**src/rtl/serial_adder_pkg.sv**
```systemverilog
// Shared definitions for the bit-serial adder: state encodings,
// default operand width and the counter-width helper.
package serial_adder_pkg;

  // Default operand / result width in bits.
  localparam int DEFAULT_WIDTH = 8;

  // State encodings.
  typedef logic [1:0] state_t;
  localparam state_t IDLE = 2'd0;
  localparam state_t RUN  = 2'd1;
  localparam state_t FIN  = 2'd2;

  // Smallest r such that 2**r >= value. It sizes the bit counter, which
  // only ever needs to hold 0..WIDTH-1.
  function automatic int clog2(input int value);
    int r;
    r = 0;
    for (int i = 0; i < 32; i++) begin
      if ((1 << i) < value) r = i + 1;
    end
    return r;
  endfunction

endpackage

```
**src/rtl/FULLADDER.sv**
```systemverilog
// Existing 1-bit full adder cell: purely combinational SUM and carry.
module FULLADDER (
  input  logic A,
  input  logic B,
  input  logic CY_IN,
  output logic SUM,
  output logic CY_OUT
);

  // One-bit sum and majority carry.
  always_comb begin
    SUM    = A ^ B ^ CY_IN;
    CY_OUT = (A & B) | (A & CY_IN) | (B & CY_IN);
  end

endmodule

```
**src/rtl/serial_adder.sv**
```systemverilog
// Bit-serial adder: captures two WIDTH-bit operands plus carry-in on an
// accepted START, adds them LSB first through a single FULLADDER cell and
// presents {CY_OUT, SUM} with a one-cycle DONE pulse.
//
// Handshake: START is sampled only in IDLE; the operands and CY_IN are
// captured on the same edge that accepts START. BUSY is high for the
// WIDTH cycles of RUN, then DONE is high for exactly one cycle (FIN), in
// which SUM/CY_OUT are already valid. SUM/CY_OUT then hold until the
// next accepted operation finishes. START during RUN or FIN is dropped,
// not queued. All outputs come from registers or from the state register.
module serial_adder
  import serial_adder_pkg::*;
#(
  parameter int WIDTH = DEFAULT_WIDTH
) (
  input  logic             CK,
  input  logic             RES_N,
  input  logic             START,
  input  logic [WIDTH-1:0] A,
  input  logic [WIDTH-1:0] B,
  input  logic             CY_IN,
  output logic             BUSY,
  output logic             DONE,
  output logic [WIDTH-1:0] SUM,
  output logic             CY_OUT,
  output logic [1:0]       dbg_state
);

  localparam int CW = clog2(WIDTH);
  localparam logic [CW-1:0] CNT_LAST = CW'(WIDTH - 1);

  state_t           state_q,  state_d;
  logic [CW-1:0]    cnt_q,    cnt_d;
  logic [WIDTH-1:0] sa_q,     sa_d;
  logic [WIDTH-1:0] sb_q,     sb_d;
  logic [WIDTH-1:0] sr_q,     sr_d;
  logic             cr_q,     cr_d;
  logic [WIDTH-1:0] sum_q,    sum_d;
  logic             cy_out_q, cy_out_d;

  logic fa_sum;
  logic fa_co;

  // The single full-adder cell works on the current LSBs and the carry.
  FULLADDER FA0 (
    .A      (sa_q[0]),
    .B      (sb_q[0]),
    .CY_IN  (cr_q),
    .SUM    (fa_sum),
    .CY_OUT (fa_co)
  );

  // Next-state and datapath: load on accept, shift one bit per RUN cycle,
  // publish the result on the last RUN cycle.
  always_comb begin
    state_d  = state_q;
    cnt_d    = cnt_q;
    sa_d     = sa_q;
    sb_d     = sb_q;
    sr_d     = sr_q;
    cr_d     = cr_q;
    sum_d    = sum_q;
    cy_out_d = cy_out_q;
    case (state_q)
      IDLE: begin
        if (START) begin
          sa_d    = A;
          sb_d    = B;
          cr_d    = CY_IN;
          cnt_d   = '0;
          sr_d    = '0;
          state_d = RUN;
        end
      end
      RUN: begin
        sa_d  = {1'b0, sa_q[WIDTH-1:1]};
        sb_d  = {1'b0, sb_q[WIDTH-1:1]};
        sr_d  = {fa_sum, sr_q[WIDTH-1:1]};
        cr_d  = fa_co;
        cnt_d = cnt_q + CW'(1);
        if (cnt_q == CNT_LAST) begin
          // The bit processed now is the MSB, so the shifted-in value is
          // the complete sum.
          state_d  = FIN;
          sum_d    = {fa_sum, sr_q[WIDTH-1:1]};
          cy_out_d = fa_co;
        end
      end
      FIN: begin
        state_d = IDLE;
      end
      default: begin
        state_d = IDLE;
      end
    endcase
  end

  // All state, with asynchronous clear that discards any operation in flight.
  always_ff @(posedge CK or negedge RES_N) begin
    if (!RES_N) begin
      state_q  <= IDLE;
      cnt_q    <= '0;
      sa_q     <= '0;
      sb_q     <= '0;
      sr_q     <= '0;
      cr_q     <= 1'b0;
      sum_q    <= '0;
      cy_out_q <= 1'b0;
    end else begin
      state_q  <= state_d;
      cnt_q    <= cnt_d;
      sa_q     <= sa_d;
      sb_q     <= sb_d;
      sr_q     <= sr_d;
      cr_q     <= cr_d;
      sum_q    <= sum_d;
      cy_out_q <= cy_out_d;
    end
  end

  // Status decoded from the state register; results straight from flops.
  always_comb begin
    BUSY      = (state_q == RUN);
    DONE      = (state_q == FIN);
    SUM       = sum_q;
    CY_OUT    = cy_out_q;
    dbg_state = state_q;
  end

endmodule

```
**config.mk**
```make
export PLATFORM = sky130hd
export DESIGN_NAME = serial_adder
export DESIGN_NICKNAME = d
export VERILOG_FILES = /design/src/rtl/serial_adder_pkg.sv /design/src/rtl/FULLADDER.sv /design/src/rtl/serial_adder.sv
export SDC_FILE = /design/constraint.sdc
export NUM_CORES = 1
export LEC_CHECK = 0
export BUFFER_PORTS_ARGS = -buffer_cell sky130_fd_sc_hd__buf_2
export CORE_MARGIN = 5
export CORE_UTILIZATION = 52
export DETAILED_ROUTE_END_ITERATION = 7
export PLACE_DENSITY = 0.77
export SLEW_MARGIN = 20
export SYNTH_ARGS = -nofsm -noshare
export SYNTH_HDL_FRONTEND = slang
export SYNTH_SLANG_ARGS = --single-unit
```
**constraint.sdc**
```tcl
create_clock -name CK -period 1.7 [get_ports CK]
set_clock_uncertainty 0.05 [all_clocks]
set_input_delay 0 -clock CK [delete_from_list [all_inputs] [get_ports CK]]
set_output_delay 0 -clock CK [all_outputs]
set_load 0.01 [all_outputs]
```
* After elaboration in Yosys (flattened, before gate mapping)
Cells that the tools add are included.
Cells by class: add/subtract/negate cells 1, equal/unequal tests 5, multiplexer cells 13, bitwise logic cells 7, reductions and logical operators 5
Operators by type and width (number):
- $pmux 32 s2 | 1
- $pmux 8 s2 | 3
- $add 32x1->32 const B | 1
- $eq 32x3->1 const B | 1
- $mux 32 | 1
- $mux 8 | 3
- $reduce_and 2->1 | 3
- $mux 2 | 2
- $pmux 2 s2 | 1
- $and 1x1->1 | 3
- $eq 2x1->1 const B | 1
- $eq 2x2->1 const B | 1
- $logic_not 2->1 | 1
- $ne 2x1->1 const B | 1
- $ne 2x2->1 const B | 1
- $or 1x1->1 | 2
- $pmux 1 s2 | 1
- $reduce_bool 2->1 | 1
- $xor 1x1->1 | 2
- $mux 1 | 1
Word-level totals: register bits after elaboration 68, output and inout bits 13, logic and storage cells 39

* Logic depth before layout (Yosys ltp)
Gate-level depths: netlist of the first run.
depth after elaboration 4, mapped depth 6

* Modules after synthesis
From an unflattened synthesis of the first run, not the netlist that was laid out.
Second synthesis, totals: cell total of the unflattened synthesis 306, area total of the unflattened synthesis 3090.5 sq um
By module, submodules not included:
- serial_adder | instances 1, cells each 305, area an instance 3070.4 sq um, sequential area each 1676.6 sq um
- FULLADDER | instances 1, cells each 1, area an instance 20.0 sq um, sequential area each 0.0 sq um

* Worst setup path after synthesis of the first run
OpenSTA, ideal clock, no wires.
path type flip-flop to flip-flop, start point reg cnt_q[0], end point reg sum_q[0] (netlist: SUM[0]), arrival 1.725 ns, setup slack -0.200 ns, cell stages (with the launch flop) 6, buffers on the path 0, period minus slack after synthesis 1.900 ns, cell sequence dfrtp_1 -> ha_1 -> and4bb_2 -> nand4_1 -> nor3_4 -> mux2_2
On the way: longest elaborated chain between the ends 2
Ends and longest elaborated chain:
- start, declared | RTL line serial_adder.sv:33 | logic [CW-1:0] cnt_q, cnt_d;
- start signal, assigned | RTL line serial_adder.sv:111 | cnt_q <= cnt_d;
- $eq 32x3->1 | RTL line serial_adder.sv:81 | if (cnt_q == CNT_LAST) begin
- $reduce_and 2->1 (no line)
- end signal, assigned | RTL line serial_adder.sv:116 | sum_q <= sum_d;
- end, declared | RTL line serial_adder.sv:38 | logic [WIDTH-1:0] sum_q, sum_d;
Every way passes these cells. A chain may end at the register's enable or synchronous reset.

* Worst setup path in the final report of the first run
start point reg cnt_q[1], end point reg sum_q[4] (netlist: SUM[4])
The elaborated chain is that of the path after synthesis.

==> flow_summary.toml, run 1 <==
[timing]
rsz0062_at_grt = "yes"
tightestPinTransition_ns = 0.372
finalHoldViolations = 0
setup_ws_ns = -0.163
max_slew_margin_pct = 75.2
fmax_mhz = 537
period_minus_slack_ns = 1.86
maxSlewViolCount = 0
finalCritPeriodShare_pct = 110
setup_viol = 10

[place]
io_buffers = 32
placedInstanceArea_um2 = 3720
dpl.cell_count = 435
dp_hpwl_um = 4760
gp_congestion = 0.779

[clock_network]
cts_root_buf = "clkbuf_8"
cts.sinks = 67
clk_path_buf_depth = 2
htreeDepth = 3
cts_tree = "done"
clk_pin_slew_ns = 0.08
clock_latency_ns = 0.35
cts_buffers = 9

[detailed_routing]
drt_wl_total_um = 8380
drtAntennaViolNets = 0
drc = 0
dr.first_iter.drc_count = 202
wl_per_cell_um = 17.6
dr.pass1.iters = 5
vias = 2825
via_per_inst = 5.93

[setup_path]
worstSetupStartpointType = "register"
crit_end = "SUM[4]"
cp-startpoint = "cnt_q[1]"
critPathMaxFanout = 8
r2r_cells = 6
rr_endpoint = "SUM[4]"
critPathKind = "register to register"
r2r_start = "cnt_q[1]"
worstPathRequired_ns = 1.89
reg2reg_slack_ns = -0.16
endpoint_kind = "register"
worstPathArrival_ns = 2.06

[synth]
syn-num-nets = 318
synth_cell_types = 40
ys_warn_count = 0
syn_area_um2 = 3140
synth_seq_cells = 67
async_flop_share_pct = 100
yosysSeqAreaShare_pct = 53.5
ys.flop_type = "dfrtp_1"
synth_edf_count = 0
syn_inst = 296
syn_avg_cell_area_um2 = 10.6

[power]
peakVddDrop_mv = 1.26
intPower_uw = 3510
p_leak_uw = 0.00212
p_per_area_nw_per_um2 = 1270
comb_power_share_pct = 33.4
clkPwrFrac_pct = 25.3
p_switching_uw = 1880
swShare_pct = 35.0
p_seq_share_pct = 41.3

[grt]
grt_pass1_vias = 2922
grt.total_usage_pct = 23.8
met3_usage_pct = 4.05
grt_pass1_wl_um = 14100
grt.met1_usage_pct = 30.7
global_route.peak_usage_layer = "met2"
grtUsageMet2_pct = 39.5
overflow = 0
antenna_found_initial = 0
grt_max_degree = 68

[final_layout]
instances_no_fill = 476
nets = 418
final-seq-area_um2 = 1680
fin_area_um2 = 4250
area_delta_synth_final_pct = 35.5
nFillCells = 380
multi_input_area_um2 = 1450
drive_gt1_share_pct = 31.4
antenna_cells = 0

[floorplanning]
io_pins = 33
core-area_um2 = 5890
die-area_um2 = 7690
start_util_pct = 53.3
rows = 28
die_w_um = 87.7
fp.dieH_um = 87.7

[status]
outcome = "finished, violations left"
violations = "negative setup slack"

[min_path]
min_path_type = "input port to async pin"

[run]
maxCapViolCount = 0
-- worst min path at each step --
stage	from	to	depth (start not counted)
after global placement	RES_N	cnt_q[11]	2
after detailed placement	RES_N	cnt_q[12]	2
final	RES_N	cnt_q[11]	3
after floorplan	RES_N	CY_OUT	0
after CTS	RES_N	cnt_q[14]	3
after global routing	RES_N	cnt_q[12]	3
-- state kept, by name (all words and copies together), names as in the netlist --
name       cells
sb_q           8
sr_q           7
sa_q           8
cnt_q         32
SUM            8
cr_q           1
dbg_state      2
CY_OUT         1
-- repair_timing --
item | 4_1_cts | 5_1_grt
setup endpoints to repair | 10 | 22
resized for setup | 5 | 16
pin swaps | 3 | 6
hold buffers | 19 | 0
hold endpoints to repair | 84 | 0
setup buffers | 2 | 4
-- layer usage --
metal,vias up,routed length (µm)
met5,-,0
met4,0,226
met3,26,379
met2,99,4330
met1,1416,3440
li1,1284,-
-- cell usage after synthesis (2+ instances only) --
master     number  area, µm²
a21oi_1         2       10.0
a22o_1         10       87.6
a22oi_1        14        105
a2bb2oi_1       2       17.5
and2_1          3       18.8
and3_1          4       25.0
and4_1          3       26.3
clkbuf_1       12       45.0
dfrtp_1        67       1680
inv_1           7       26.3
mux2_2          7       78.8
mux2i_1        24        240
nand2_1        47        176
nand2b_1        2       12.5
nand3_1        17       85.1
nand4_1        12       75.1
nor2_1          4       15.0
nor2b_1         5       31.3
nor3_1          3       15.0
nor4_1          6       37.5
o211ai_1        3       22.5
o21ai_0        22        110
o31ai_1         3       22.5
-- placed cells by master (no fill, tap or decap), types with 3 or more instances in the layout --
cell / instances
a22oi_1: 14
mux2_2: 4
and2_1: 3
buf_4: 47
nor2_1: 4
and4_1: 3
nand2_1: 47
a22o_1: 10
buf_2: 32
dfrtp_1: 66
o211ai_1: 3
nor2b_1: 4
and3_1: 4
clkbuf_8: 10
o21ai_0: 20
nand3_1: 14
o31ai_1: 3
mux2_4: 3
nand4_1: 12
dlygate4sd3_1: 19
nor4_1: 4
nor3_1: 3
inv_1: 6
mux2i_1: 24
buf_12: 3
buf_6: 3
-- layout make-up --
cell class,instances,share of cell area (%)
Multi-Input combinational cell,207,34.2
Timing Repair Buffer,104,18.8
Tap cell,75,2.21
Clock inverter,6,1.53
Sequential cell,67,39.5
Clock buffer,10,3.24
Inverter,7,0.618
-- worst max-delay path, stage by stage, from the launching register on --
cell and delay, ns:
dfrtp_1 0.40, ha_4 0.15, and4bb_2 0.24, nand4_1 0.20
nor3_4 0.23, buf_12 0.16, mux2_2 0.33
-- cells by family after synthesis --
kind of cell | Yosys count | share of synthesized area, %
AND/OR/NAND/NOR | 115 | 19.6
flip-flops | 67 | 53.5
AO/OA/AOI/OAI | 59 | 12.7
multiplexers | 31 | 10.2
buffers and inverters | 22 | 3.03
adder cells (fa/ha/maj) | 2 | 1.04
-- stage by stage --
step / setup TNS (ns) / util (%) / total power (µW) / hold WS (ns) / worst slack [ns]
after global placement: -0.941 / 63.3 / 3620 / -0.000986 / -0.123
after detailed placement: -1.45 / 63.3 / 3680 / -0.000512 / -0.178
final: -1.41 / 72.2 / 5390 / 0.138 / -0.163
after CTS: -1.27 / 70.6 / 5180 / 0.177 / -0.158
after floorplan: -0.948 / - / 3060 / -0.346 / -0.135
after global routing: -2.15 / 72.2 / 5680 / 0.178 / -0.205
-- power by group through the flow --
| stage | Clock (µW) | Combinational [µW] | Sequential [µW] |
|---|---|---|---|
| after detailed placement | 0 | 1490 | 2190 |
| after CTS | 1360 | 1620 | 2190 |
| final | 1370 | 1800 | 2230 |
| after floorplan | 0 | 839 | 2220 |
| after global placement | 0 | 1430 | 2190 |
| after global routing | 1460 | 1950 | 2260 |
Power figures use the tool's default switching activity.
==> run 2: changes to the inputs <==
--- a/config.mk
+++ b/config.mk
@@ -7,9 +7,10 @@
 export LEC_CHECK = 0
 export BUFFER_PORTS_ARGS = -buffer_cell sky130_fd_sc_hd__buf_2
 export CORE_MARGIN = 5
-export CORE_UTILIZATION = 52
+export CORE_UTILIZATION = 40
+export CTS_BUF_LIST = sky130_fd_sc_hd__clkbuf_4 sky130_fd_sc_hd__clkbuf_8
 export DETAILED_ROUTE_END_ITERATION = 7
-export PLACE_DENSITY = 0.77
+export PLACE_DENSITY = 0.62
 export SLEW_MARGIN = 20
 export SYNTH_ARGS = -nofsm -noshare
 export SYNTH_HDL_FRONTEND = slang
==> constraint.sdc (replaced) <==
create_clock -name CK -period 1.7 [get_ports CK]
set_clock_uncertainty 0.05 [all_clocks]
set_input_delay 0.17 -clock CK [delete_from_list [all_inputs] [get_ports CK]]
set_output_delay 0.17 -clock CK [all_outputs]
set_load 0.01 [all_outputs]
==> flow_summary.toml, run 2 (synthesis results as in run 1) <==
[final_layout]
regMostFlops = "cnt_q"
antenna_cells = 0
nets = 403
largest_reg_flops = 32
drive_gt1_share_pct = 33.2
nFillCells = 706
final_common_cell = "dfrtp_1"
instances_no_fill = 488
layout_common_cells = "dfrtp_1 (66), nand2_1 (47), buf_4 (46)"
area_delta_synth_final_pct = 33.0

[timing]
finalCritPeriodShare_pct = 110
setup_ws_ns = -0.170
finalHoldViolations = 0
tns_ns = -1.34
fmax_mhz = 535
maxSlewViolCount = 0
max_slew_margin_pct = 69.5
period_minus_slack_ns = 1.87
tightestPinTransition_ns = 0.455
setup_viol = 9
rsz0062_at_grt = "yes"

[power]
peakVddDrop_mv = 0.900
total_power_uw = 5320
p_leak_uw = 0.00208
p_per_area_nw_per_um2 = 1280

[detailed_routing]
via_per_inst = 5.17
wl_per_cell_um = 14.5
drc = 0
drt_wl_total_um = 7060
dr.first_iter.drc_count = 129
drtAntennaViolNets = 0
vias = 2522
dr.pass1.iters = 4

[place]
dpl.cell_count = 467
dp_hpwl_um = 4880
gp_congestion = 0.755
io_buffers = 32
dp_slack_ns = -0.191

[clock_network]
clk_pin_slew_ns = 0.07
htreeDepth = 3
clk_path_buf_depth = 2
cts_buffers = 9
cts_tree = "done"
cts_root_buf = "clkbuf_8"
clock_latency_ns = 0.33
cts.sinks = 67

[setup_path]
worstSetupStartpointType = "register"
worstPathRequired_ns = 1.87
worstPathArrival_ns = 2.04
critPathMaxFanout = 8
critPathKind = "register to register"
endpoint_kind = "register"

[floorplanning]
start_util_pct = 40.8
die-area_um2 = 9710
core-area_um2 = 7690
die_w_um = 98.6
io_pins = 33
fp.dieH_um = 98.6
rows = 32

[grt]
grt_max_degree = 68
grt_pass1_wl_um = 12000
grt_pass1_vias = 2542
overflow = 0
antenna_found_initial = 0
grt.total_usage_pct = 15.0

[status]
violations = "negative setup slack"
outcome = "finished, violations left"

[min_path]
min_path_type = "input port to register"

[run]
maxCapViolCount = 0
## run 2: what timing repair did
action,in CTS,in global routing
pin swaps,3,11
resized for setup,9,20
endpoints found under the setup margin,21,55
setup buffers,2,2
hold buffers,2,0
hold endpoints to repair,68,0
## run 2: final cells by class
class	count	area [µm²]	area share, %
clock buffers	10	138	3.30
clock inverters	6	88.8	2.13
inverters	7	28.8	0.690
multi-input cells	207	1470	35.2
flip-flops and latches	67	1680	40.2
well taps	102	128	3.06
repair buffers	89	644	15.4
## run 2: layer usage
layer / part of all wire, % / track usage, %
met1: 46 / 20.2
met2: 50 / 24.2
met3: 3.1 / 3.75
met4: 0.86 / 4.31
met5: 0 / 0
## run 2: report_power, final
part | internal, µW | leakage, µW | switching [µW]
clock network | 865 | 0.000108 | 616
registers | 1960 | 0.000901 | 257
logic | 798 | 0.00107 | 821
## run 2: critical path: stages, from the launching register on
cell and delay [ns]:
dfrtp_1 0.40, nor4_2 0.30, nand4_1 0.26, nor3_4 0.28
buf_12 0.16, mux2_4 0.30
## run 2: stage by stage
stage                     area (µm²)  hold WS, ns  util, %
after CTS                       4080      0.00435     53.1
after detailed placement        3780        0.171     49.2
after global routing            4170       0.0111     54.3
after global placement          3780        0.183     49.2
after floorplan                 3150       -0.176        -
final                           4170       0.0204     54.3
## run 2: final timing paths
| path | start | endpoint | slack [ns] | depth (start not counted) |
|---|---|---|---|---|
| hold reg to reg | sa_q[3] | sa_q[3] | 0.44 | 2 |
| setup reg to reg | cnt_q[13] | SUM[5] | -0.17 | 5 |
| min in group asynchronous | RES_N | cnt_q[8] | 0.33 | 3 |
| setup / recovery | cnt_q[13] | SUM[5] | -0.17 | 5 |
| max in group asynchronous | RES_N | dbg_state[0] | 0.97 | 3 |
| hold / removal | B[7] | sb_q[7] | 0.02 | 2 |
